**src/rtl/imm_encoder.sv**
```systemverilog
// RV32I immediate encoder: scatters a signed immediate into I/S/B/J fields, 2-entry output FIFO.
// Optional range/alignment checking is enabled with `define IMM_ENCODER_RANGE_CHECK_EN.
//
// state   | meaning
// --------+----------------------------------
// S_EMPTY | no words buffered
// S_ONE   | head entry valid
// S_TWO   | head and second entry valid, input stalled
module imm_encoder (
  input  logic        clk,
  input  logic        reset,
  input  logic        in_valid,
  output logic        in_ready,
  input  logic [1:0]  in_immsrc,
  input  logic [31:0] in_imm,
  input  logic [31:0] in_base,
  output logic        out_valid,
  input  logic        out_ready,
  output logic [31:0] out_instr,
  output logic        out_err,
  output logic [15:0] err_cnt
);

  typedef enum logic [1:0] {
    S_EMPTY = 2'd0,
    S_ONE   = 2'd1,
    S_TWO   = 2'd2
  } state_e;

  state_e      state_q, state_d;
  logic [32:0] ent0_q, ent0_d;
  logic [32:0] ent1_q, ent1_d;
  logic [31:0] enc_instr;
  logic        enc_err;
  logic        push, pop;

  assign in_ready  = !reset && (state_q != S_TWO);
  assign out_valid = (state_q != S_EMPTY);
  assign push      = in_valid && in_ready;
  assign pop       = out_valid && out_ready;
  assign out_instr = ent0_q[31:0];
  assign out_err   = ent0_q[32];

  always_comb begin
    enc_instr = in_base;
    case (in_immsrc)
      2'b00: enc_instr = {in_imm[11:0], in_base[19:0]};
      2'b01: enc_instr = {in_imm[11:5], in_base[24:12], in_imm[4:0], in_base[6:0]};
      2'b10: enc_instr = {in_imm[12], in_imm[10:5], in_base[24:12], in_imm[4:1],
                          in_imm[11], in_base[6:0]};
      default: enc_instr = {in_imm[20], in_imm[10:1], in_imm[11], in_imm[19:12],
                            in_base[11:0]};
    endcase
  end

`ifdef IMM_ENCODER_RANGE_CHECK_EN
  logic        fit_12, fit_13, fit_21;
  logic [15:0] err_cnt_q;

  // A value fits in N signed bits when every bit above N-1 equals the sign bit.
  assign fit_12 = (&in_imm[31:11]) || !(|in_imm[31:11]);
  assign fit_13 = (&in_imm[31:12]) || !(|in_imm[31:12]);
  assign fit_21 = (&in_imm[31:20]) || !(|in_imm[31:20]);

  always_comb begin
    enc_err = 1'b0;
    case (in_immsrc)
      2'b00, 2'b01: enc_err = !fit_12;
      2'b10:        enc_err = !fit_13 || in_imm[0];
      default:      enc_err = !fit_21 || in_imm[0];
    endcase
  end

  always_ff @(posedge clk) begin
    if (reset) begin
      err_cnt_q <= '0;
    end else if (push && enc_err && (err_cnt_q != 16'hFFFF)) begin
      err_cnt_q <= err_cnt_q + 16'd1;
    end
  end

  assign err_cnt = err_cnt_q;
`else
  logic unused_imm_bits;

  assign enc_err         = 1'b0;
  assign err_cnt         = '0;
  assign unused_imm_bits = ^{in_imm[31:21], in_imm[0]};
`endif

  always_comb begin
    state_d = state_q;
    ent0_d  = ent0_q;
    ent1_d  = ent1_q;
    case (state_q)
      S_EMPTY: begin
        if (push) begin
          ent0_d  = {enc_err, enc_instr};
          state_d = S_ONE;
        end
      end
      S_ONE: begin
        if (push && pop) begin
          ent0_d = {enc_err, enc_instr};
        end else if (push) begin
          ent1_d  = {enc_err, enc_instr};
          state_d = S_TWO;
        end else if (pop) begin
          state_d = S_EMPTY;
        end
      end
      S_TWO: begin
        // in_ready is low here, so only a pop can occur
        if (pop) begin
          ent0_d  = ent1_q;
          state_d = S_ONE;
        end
      end
      default: state_d = S_EMPTY;
    endcase
  end

  always_ff @(posedge clk) begin
    if (reset) begin
      state_q <= S_EMPTY;
      ent0_q  <= '0;
      ent1_q  <= '0;
    end else begin
      state_q <= state_d;
      ent0_q  <= ent0_d;
      ent1_q  <= ent1_d;
    end
  end

endmodule

```
**config.mk**
```make
export PLATFORM = sky130hd
export DESIGN_NAME = imm_encoder
export DESIGN_NICKNAME = d
export VERILOG_FILES = /design/src/rtl/imm_encoder.sv
export SDC_FILE = /design/constraint.sdc
export NUM_CORES = 1
export LEC_CHECK = 0
export ABC_AREA = 1
export CORE_UTILIZATION = 60
export CTS_CLUSTER_SIZE = 10
export DETAILED_ROUTE_END_ITERATION = 12
export DONT_BUFFER_PORTS = 1
export PLACE_DENSITY = 0.85
export SLEW_MARGIN = 20
export SYNTH_ARGS = -nofsm -noshare
export SYNTH_HDL_FRONTEND = slang
export SYNTH_SLANG_ARGS = --single-unit
```
**constraint.sdc**
```tcl
create_clock -name clk -period 3.2 [get_ports clk]
set_input_delay 0.32 -clock clk [delete_from_list [all_inputs] [get_ports clk]]
set_output_delay 0.32 -clock clk [all_outputs]
set_load 0.01 [all_outputs]
```
==> metrics.cfg, run 1 <==
[outcome]
outcome=complete, no violations

[sta]
min_period_over_period_pct=73.7
fmax_mhz=424
final_max_slew_viol_count=0
finalHoldViolCount=0
setup_viol=0
fin_skew_ns=0.0109
worstMarginPinSlew_ns=0.791
slew_headroom_pct=47.2
grt_setup_unrepaired=false
setup_tns_ns=0
fin_crit_ns=2.36

[detailed_routing]
drt_first_pass_iters=5
vias_per_cell=5.31
postRouteAntennaNets=0
drt-wirelength-per-cell_um=12.7
routed_wl_mm=7.47
drt_iter0_drc=200
drc_errors=0
vias=3132

[floorplanning]
die_y_um=77.4
num_rows=27
core-area_mm2=0.00547
ios=121
start_util_pct=62.3
fp.dieW_um=77.4
die-area_mm2=0.00598

[finish]
layout-drive-gt1-share_pct=5.41
final_cells=590
diodes=0
areaGrowthSynthToFinish_pct=3.64
nNetsFinal=583
final_core_util_pct=64.5
nFillCells=532

[pwr]
p_per_area_mw_per_mm2=553
p_seq_share_pct=48.1
leakage_uw=0.00168
p_int_uw=1410
peakVddDrop_v=0.000347
power.total_uw=1950
clockPowerShare_pct=38.1
p_sw_share_pct=27.8
switchingPower_uw=543
combPwrFrac_pct=13.8

[cts]
postCtsHoldBufs=0
cts_resized=0
root_buffer=clkbuf_8
cts_setup_buffers=0
cts_sinks=66
clk_pin_slew_ns=0.07
cts_tree=built
clk_path_buf_depth=2
cts_made_buffers=9
worstSkewPairLatency_ns=0.34
cts.htree.levels=3

[global_routing]
grt.overflow.total=0
grt_max_degree=59
antenna_found_initial=0
grt_pass1_wl_mm=12.3
grt_pass1_vias=2775
grt.total_usage_pct=25.8

[place]
gp_congestion=0.762
hpwlAfterDp_mm=5.04
dpl.cell_count=574
io_buffer_count=0

[logic_synthesis]
ys_ff_latch=66
ys_seq_area_share_pct=38.8
ys_warn_count=0
synth_area_mm2=0.00341
syn_inst=531
syn_avg_cell_area_um2=6.42
synthDistinctLibCells=21

[setup_path]
path_class=reg2out
cp.required_ns=2.88
path_max_fanout=44
arrival_ns=2.04
endpoint_kind=primary output
cp-start-kind=flip-flop

[flow_run]
maxCapViolations=0

[hold_path]
min_path_type=in2reg

power by group through the flow:
stage                     Combinational (uW)  Clock [uW]  Sequential [uW]
final                                    269         744              939
after global routing                     309         794              946
after CTS                                268         755              940
after detailed placement                 267           0              958
after global placement                   257           0              957
after floorplan                          248           0              949
cell usage in the layout, fill, tap and decap left out, types with 2 or more instances in the layout:
cell         n
nand2_1    147
nor2_1      91
dfxtp_1     66
a21oi_1     45
nand3_1     45
inv_1       34
o21ai_0     24
nand3b_1    17
conb_1      17
clkbuf_8     9
nand2_2      4
buf_4        4
inv_2        2
bufinv_16    2
clkinv_2     2
clkbuf_1     2
cells in the mapped netlist:
library cell | count | area share (%)
a31oi_1 | 1 | 0.18
inv_2 | 1 | 0.11
buf_2 | 15 | 2.2
inv_1 | 35 | 3.9
nand3_1 | 45 | 6.6
a21oi_1 | 45 | 6.6
a21oi_4 | 1 | 0.48
nand3b_1 | 17 | 3.7
nand2_1 | 147 | 16
nand3_4 | 1 | 0.51
o21ai_0 | 24 | 3.5
dfxtp_1 | 66 | 39
nand4_1 | 1 | 0.18
conb_1 | 1 | 0.11
clkbuf_1 | 12 | 1.3
nand2_2 | 4 | 0.73
buf_1 | 5 | 0.55
nor2_2 | 1 | 0.18
nand2_4 | 1 | 0.33
nor2_1 | 91 | 10
buf_4 | 17 | 3.7
cell families after synthesis:
logic type	count (synthesis)	share of synthesized area, %
AND/OR/NAND/NOR	308	38.5
buffers and inverters	85	11.8
AO/OA/AOI/OAI	71	10.8
flip-flops	66	38.8
other	1	0.110
metal layers:
metal	vias up	global-route usage [%]	wire, um
met5	-	0	0
met4	0	7.36	74
met3	8	10.6	578
met2	106	43.0	3670
met1	1418	30.2	3150
li1	1600	-	-
cell type report:
| cell class | instances | area, um2 | share of cell area (%) |
|---|---|---|---|
| multi-input combinational | 396 | 1740 | 49.4 |
| timing repair buffer | 4 | 30.0 | 0.850 |
| sequential | 66 | 1320 | 37.4 |
| inverter | 36 | 135 | 3.83 |
| tap | 72 | 90.1 | 2.55 |
| clock buffer | 11 | 131 | 3.72 |
| clock inverter | 5 | 78.8 | 2.23 |
per-stage QoR:
stage	cell area, um2	setup WS [ns]	hold WS (ns)
3_3_place_gp	3320	0.787	0.393
4_1_cts	3530	0.665	0.0288
3_5_place_dp	3320	0.691	0.395
5_1_grt	3530	0.728	0.0228
2_1_floorplan	3470	1.88	0.430
6_report	3530	0.842	0.0361
worst paths after layout:
| check | cells after the start | start | slack, ns | endpoint |
|---|---|---|---|---|
| max | 4 | state_q[0] | 0.84 | in_ready |
| min | 1 | reset | 0.04 | ent1_q[24] |
| max reg2reg | 8 | state_q[0] | 0.99 | ent0_q[24] |
| min reg2reg | 2 | ent1_q[12] | 0.45 | ent1_q[12] |
critical path, stage by stage (launching register included):
cell and delay, ns:
dfxtp_1 0.39, inv_2 0.07, nand2_4 0.37, inv_1 0.50, nor2_1 0.33
state kept, by name (all words and copies together) (netlist names):
signal / flops
ent1_q: 32
ent0_q: 32
state_q: 2
No activity file was read; power rests on OpenSTA's default activity.
==> inputs of run 2 (changes only) <==
--- a/config.mk
+++ b/config.mk
@@ -6,11 +6,11 @@
 export NUM_CORES = 1
 export LEC_CHECK = 0
 export ABC_AREA = 1
-export CORE_UTILIZATION = 60
+export CORE_UTILIZATION = 57
 export CTS_CLUSTER_SIZE = 10
 export DETAILED_ROUTE_END_ITERATION = 12
 export DONT_BUFFER_PORTS = 1
-export PLACE_DENSITY = 0.85
+export PLACE_DENSITY = 0.84
 export SLEW_MARGIN = 20
 export SYNTH_ARGS = -nofsm -noshare
 export SYNTH_HDL_FRONTEND = slang
==> constraint.sdc (replaced) <==
create_clock -name clk -period 1.9 [get_ports clk]
set_input_delay 0.19 -clock clk [delete_from_list [all_inputs] [get_ports clk]]
set_output_delay 0.19 -clock clk [all_outputs]
set_load 0.01 [all_outputs]
==> metrics.cfg, run 2 (synthesis gave the netlist of run 1 again) <==
[cts]
clk_path_buf_depth=2  ; unchanged
cts_made_buffers=9  ; unchanged
worstSkewPairLatency_ns=0.34  ; about the same
clk_pin_slew_ns=0.07  ; about the same
cts.htree.levels=3  ; unchanged
cts_tree=built
root_buffer=clkbuf_8
cts_sinks=66  ; unchanged

[pwr]
peakVddDrop_v=0.00108  ; +210%
power.total_uw=3370  ; +73%
p_per_area_mw_per_mm2=900  ; +63%
p_seq_share_pct=47.0  ; -1.1 points
switchingPower_uw=935  ; +72%
combPwrFrac_pct=14.5  ; +0.7 points
leakage_uw=0.00176  ; +4.7%
p_int_uw=2430  ; +73%
clockPowerShare_pct=38.5  ; +0.4 points
p_sw_share_pct=27.8  ; -0.035 points

[setup_path]
cp-start-kind=flip-flop
arrival_ns=1.60  ; -0.44 ns
path_max_fanout=19  ; -57%
path_class=reg2out
cp.required_ns=1.71  ; -1.17 ns
endpoint_kind=primary output

[detailed_routing]
vias_per_cell=5.35  ; +0.80%
drt_first_pass_iters=5  ; unchanged
drt-wirelength-per-cell_um=13.0  ; +2.8%
drt_iter0_drc=247  ; +24%
drc_errors=0  ; unchanged
postRouteAntennaNets=0  ; unchanged
routed_wl_mm=7.93  ; +6.3%
vias=3264  ; +4.2%

[finish]
reg_top3=ent0_q: 32 flops, ent1_q: 32 flops, state_q: 2 flops
mostFrequentLayoutCells=nand2_1 (147), nor2_1 (91), dfxtp_1 (66)
final_common_cell=nand2_1
nNetsFinal=603  ; +3.4%
layout-drive-gt1-share_pct=6.69  ; +1.3 points
diodes=0  ; unchanged
areaGrowthSynthToFinish_pct=9.84

[sta]
finalHoldViolCount=0  ; unchanged
setup_viol=0  ; unchanged
min_period_over_period_pct=94.4
final_max_slew_viol_count=0  ; unchanged
grt_setup_unrepaired=false
fin_crit_ns=1.79
setup_tns_ns=0  ; unchanged
setup_slack_ns=0.106  ; -0.736 ns
slew_headroom_pct=65.5  ; +18 points
worstMarginPinSlew_ns=0.515  ; -0.276 ns
fmax_mhz=558
fin_skew_ns=0.00494  ; -0.00592 ns

[floorplanning]
ios=121  ; unchanged
die_y_um=79.3  ; +2.5%
die-area_mm2=0.00629  ; +5.1%
start_util_pct=60.4  ; -1.9 points
num_rows=27  ; unchanged
fp.dieW_um=79.3  ; +2.5%
core-area_mm2=0.00564  ; +3.1%

[global_routing]
grt.overflow.total=0  ; unchanged
grt_max_degree=49  ; -17%
grt.total_usage_pct=26.8  ; +1.1 points
grt_pass1_vias=2925  ; +5.4%
grt_pass1_wl_mm=13.1  ; +6.9%
antenna_found_initial=0  ; unchanged

[outcome]
outcome=complete, no violations

[place]
pre_cts_ws_ns=0.164  ; -0.527 ns
gp_congestion=0.749  ; -1.7%
io_buffer_count=0  ; unchanged
hpwlAfterDp_mm=5.15  ; +2.2%

[flow_run]
maxCapViolations=0  ; unchanged

[hold_path]
min_path_type=in2reg

-- run 2: through the flow --
stage	hold WS, ns	area [um2]	std cells	utilization [%]
3_3_place_gp	0.261	3360	578	59.6
6_report	0.0941	3740	610	66.3
4_1_cts	0.0823	3730	609	66.1
3_5_place_dp	0.264	3360	578	59.6
2_1_floorplan	0.325	3470	547	-
5_1_grt	0.0893	3740	610	66.3
-- run 2: area by class of cell --
cell class | count | area (um2)
sequential | 66 | 1320
timing repair inverter | 1 | 5.00
fill | 480 | 1900
inverter | 36 | 143
clock buffer | 11 | 141
multi-input combinational | 396 | 1740
tap | 72 | 90.1
clock inverter | 5 | 77.6
timing repair buffer | 23 | 220
-- run 2: power by group through the flow --
stage	sequential, uW	clock [uW]	combinational (uW)
floorplan	1600	0	418
global placement	1610	0	439
detailed placement	1620	0	456
CTS	1590	1320	486
global route	1600	1390	564
finish	1580	1300	488
-- run 2: path summary, 6_finish.rpt --
check                           cells after the start  slack (ns)    endpoint        from
worst min register to register                      2        0.45  ent1_q[16]  ent1_q[16]
worst max register to register                      8        0.11  ent0_q[26]  state_q[0]
worst min-delay path                                3        0.09  state_q[1]   out_ready
worst max-delay path                                4        0.11    in_ready  state_q[0]
-- run 2: repair_timing --
| item | CTS | global route |
|---|---|---|
| gates resized for setup | 1 | 1 |
| buffers inserted | 0 | 1 |
| hold buffers | 14 | 0 |
| hold endpoints to repair | 22 | 0 |
| cloned | 1 | 0 |
| endpoints found under the setup margin | 1 | 1 |
-- run 2: routing by layer --
metal	up-vias	track usage, %	wire, um
met5	-	0	0
met2	141	41.6	3730
met1	1461	33.4	3410
met3	15	9.31	614
li1	1647	-	-
met4	0	12.0	176
-- run 2: worst max-delay path: stages (launching register included) --
cell and delay (ns):
dfxtp_1 0.39, inv_2 0.07, nand2_4 0.21, clkinvlp_4 0.32
nor2_1 0.27
==> inputs of run 3 (changes only) <==
--- a/config.mk
+++ b/config.mk
@@ -11,7 +11,7 @@
 export DETAILED_ROUTE_END_ITERATION = 12
 export DONT_BUFFER_PORTS = 1
 export PLACE_DENSITY = 0.84
-export SLEW_MARGIN = 20
+export RECOVER_POWER = 100
 export SYNTH_ARGS = -nofsm -noshare
 export SYNTH_HDL_FRONTEND = slang
 export SYNTH_SLANG_ARGS = --single-unit
==> metrics.cfg, run 3 (synthesis gave the netlist of run 1 again) <==
[setup_path]
critical_path_buf_inv_count=2  ; unchanged
path_max_fanout=19  ; unchanged
cpPeakStageDelay_ns=0.39  ; about the same
path_class=reg2out
arrival_ns=1.60  ; about the same
endpoint_kind=primary output
crit_family=simple AND/OR/NAND/NOR gates
cp.required_ns=1.71  ; about the same
cp-start-kind=flip-flop
crit_path_top_delay_cell=dfxtp_1
path_cells=inv_2, nand2_4, clkinvlp_4, nor2_1

[detailed_routing]
vias_per_cell=5.33  ; -0.46%
drc_errors=0  ; unchanged
routed_wl_mm=7.94  ; about the same
drt-wirelength-per-cell_um=13.0  ; about the same
vias=3249  ; -0.46%
postRouteAntennaNets=0  ; unchanged
drt_first_pass_iters=5  ; unchanged
drt_iter0_drc=242  ; -2.0%

[finish]
nNetsFinal=603  ; unchanged
mostFrequentLayoutCells=nand2_1 (147), nor2_1 (91), dfxtp_1 (66)
layout-drive-gt1-share_pct=6.69  ; unchanged
areaGrowthSynthToFinish_pct=9.55
reg_top3=ent0_q: 32 flops, ent1_q: 32 flops, state_q: 2 flops
diodes=0  ; unchanged
final_common_cell=nand2_1

[pwr]
p_per_area_mw_per_mm2=903  ; +0.28%
leakage_uw=0.00175  ; about the same
peakVddDrop_v=0.00108  ; unchanged
clockPowerShare_pct=38.6  ; about the same
combPwrFrac_pct=14.4  ; about the same
p_seq_share_pct=47.0  ; about the same
p_int_uw=2430  ; -0.10%
switchingPower_uw=938  ; +0.32%
p_sw_share_pct=27.9  ; +0.086 points

[sta]
setup_viol=0  ; unchanged
setup_tns_ns=0  ; unchanged
slew_headroom_pct=65.8  ; +0.27 points
min_period_over_period_pct=94.3  ; about the same
fin_crit_ns=1.79  ; -0.00132 ns
fin_skew_ns=0.00570  ; +0.000757 ns
fmax_mhz=558  ; about the same
holdWs_ns=0.0940  ; -0.000126 ns
final_max_slew_viol_count=0  ; unchanged
worstMarginPinSlew_ns=0.511  ; -0.00405 ns
finalHoldViolCount=0  ; unchanged
grt_setup_unrepaired=false

[floorplanning]
ios=121  ; unchanged
die_y_um=79.3  ; unchanged
start_util_pct=60.4  ; unchanged
core-area_mm2=0.00564  ; unchanged
fp.dieW_um=79.3  ; unchanged
num_rows=27  ; unchanged
die-area_mm2=0.00629  ; unchanged

[flow_run]
maxCapViolations=0  ; unchanged

[cts]
cts.htree.levels=3  ; unchanged
worstSkewPairLatency_ns=0.35  ; about the same
clk_path_buf_depth=2  ; unchanged
cts_sinks=66  ; unchanged
root_buffer=clkbuf_8
clk_pin_slew_ns=0.07  ; about the same
cts_tree=built
cts_made_buffers=9  ; unchanged

[place]
hpwlAfterDp_mm=5.15  ; unchanged
io_buffer_count=0  ; unchanged
gp_congestion=0.749  ; unchanged

[global_routing]
grt_pass1_vias=2925  ; unchanged
grt.total_usage_pct=26.8  ; unchanged
grt_pass1_wl_mm=13.1  ; unchanged
antenna_found_initial=0  ; unchanged
grt_max_degree=49  ; unchanged
grt.overflow.total=0  ; unchanged

[outcome]
outcome=complete, no violations

[hold_path]
min_path_type=in2reg

==> run 3: changes by cell type in the layout (fill, tap and decap cells not counted), sizes merged <==
| cell | previous run | this run |
|---|---|---|
| buf | 9 | 6 |
| clkbuf | 11 | 14 |
==> run 3: final cells by class <==
type / count / area (um2)
repair inverters: 1 / 5.00
multi-input cells: 396 / 1740
flip-flops and latches: 66 / 1320
fillers: 484 / 1910
clock inverters: 5 / 77.6
well taps: 72 / 90.1
repair buffers: 23 / 213
clock buffers: 11 / 141
inverters: 36 / 140
==> run 3: timing repair <==
action,CTS,global route
gates resized for setup,1,1
cloned,1,0
hold buffers,14,0
setup buffers,0,1
hold endpoints to repair,22,0
endpoints found under the setup margin,1,1
==> run 3: per-layer routing <==
layer	wire [um]	track usage (%)	up-vias
li1	-	-	1646
met1	3420	33.4	1448
met2	3720	41.6	141
met3	637	9.31	14
met4	160	12.0	0
met5	0	0	-
==> run 3: per-stage QoR <==
step	setup slack (ns)	utilization [%]	area, um2	power, uW	instances
6_report	0.108	66.2	3730	3370	610
3_3_place_gp	0.215	59.6	3360	2050	578
5_1_grt	0.0196	66.2	3730	3550	610
3_5_place_dp	0.164	59.6	3360	2070	578
2_1_floorplan	0.579	-	3470	2020	547
4_1_cts	0.0797	66.1	3730	3390	609
==> run 3: worst reg2reg max path, delay by kind of cell (launching register included) <==
| kind | cells | cell delay, ns |
|---|---|---|
| buffers and inverters | 2 | 0.59 |
| DFF | 1 | 0.39 |
| and+or+nand+nor | 6 | 0.72 |
==> run 3: final timing paths <==
| path | start | to | slack [ns] | depth (start not counted) |
|---|---|---|---|---|
| hold / removal | out_ready | state_q[1] | 0.09 | 3 |
| hold reg to reg | ent1_q[16] | ent1_q[16] | 0.45 | 2 |
| setup / recovery | state_q[0] | in_ready | 0.11 | 4 |
| setup reg to reg | state_q[0] | ent0_q[26] | 0.11 | 8 |
==> run 3: power groups by stage <==
stage,Clock (uW),Combinational [uW],Sequential (uW)
after detailed placement,0,456,1620
after global routing,1390,561,1600
after floorplan,0,418,1600
final,1300,485,1580
after global placement,0,439,1610
after CTS,1320,486,1590
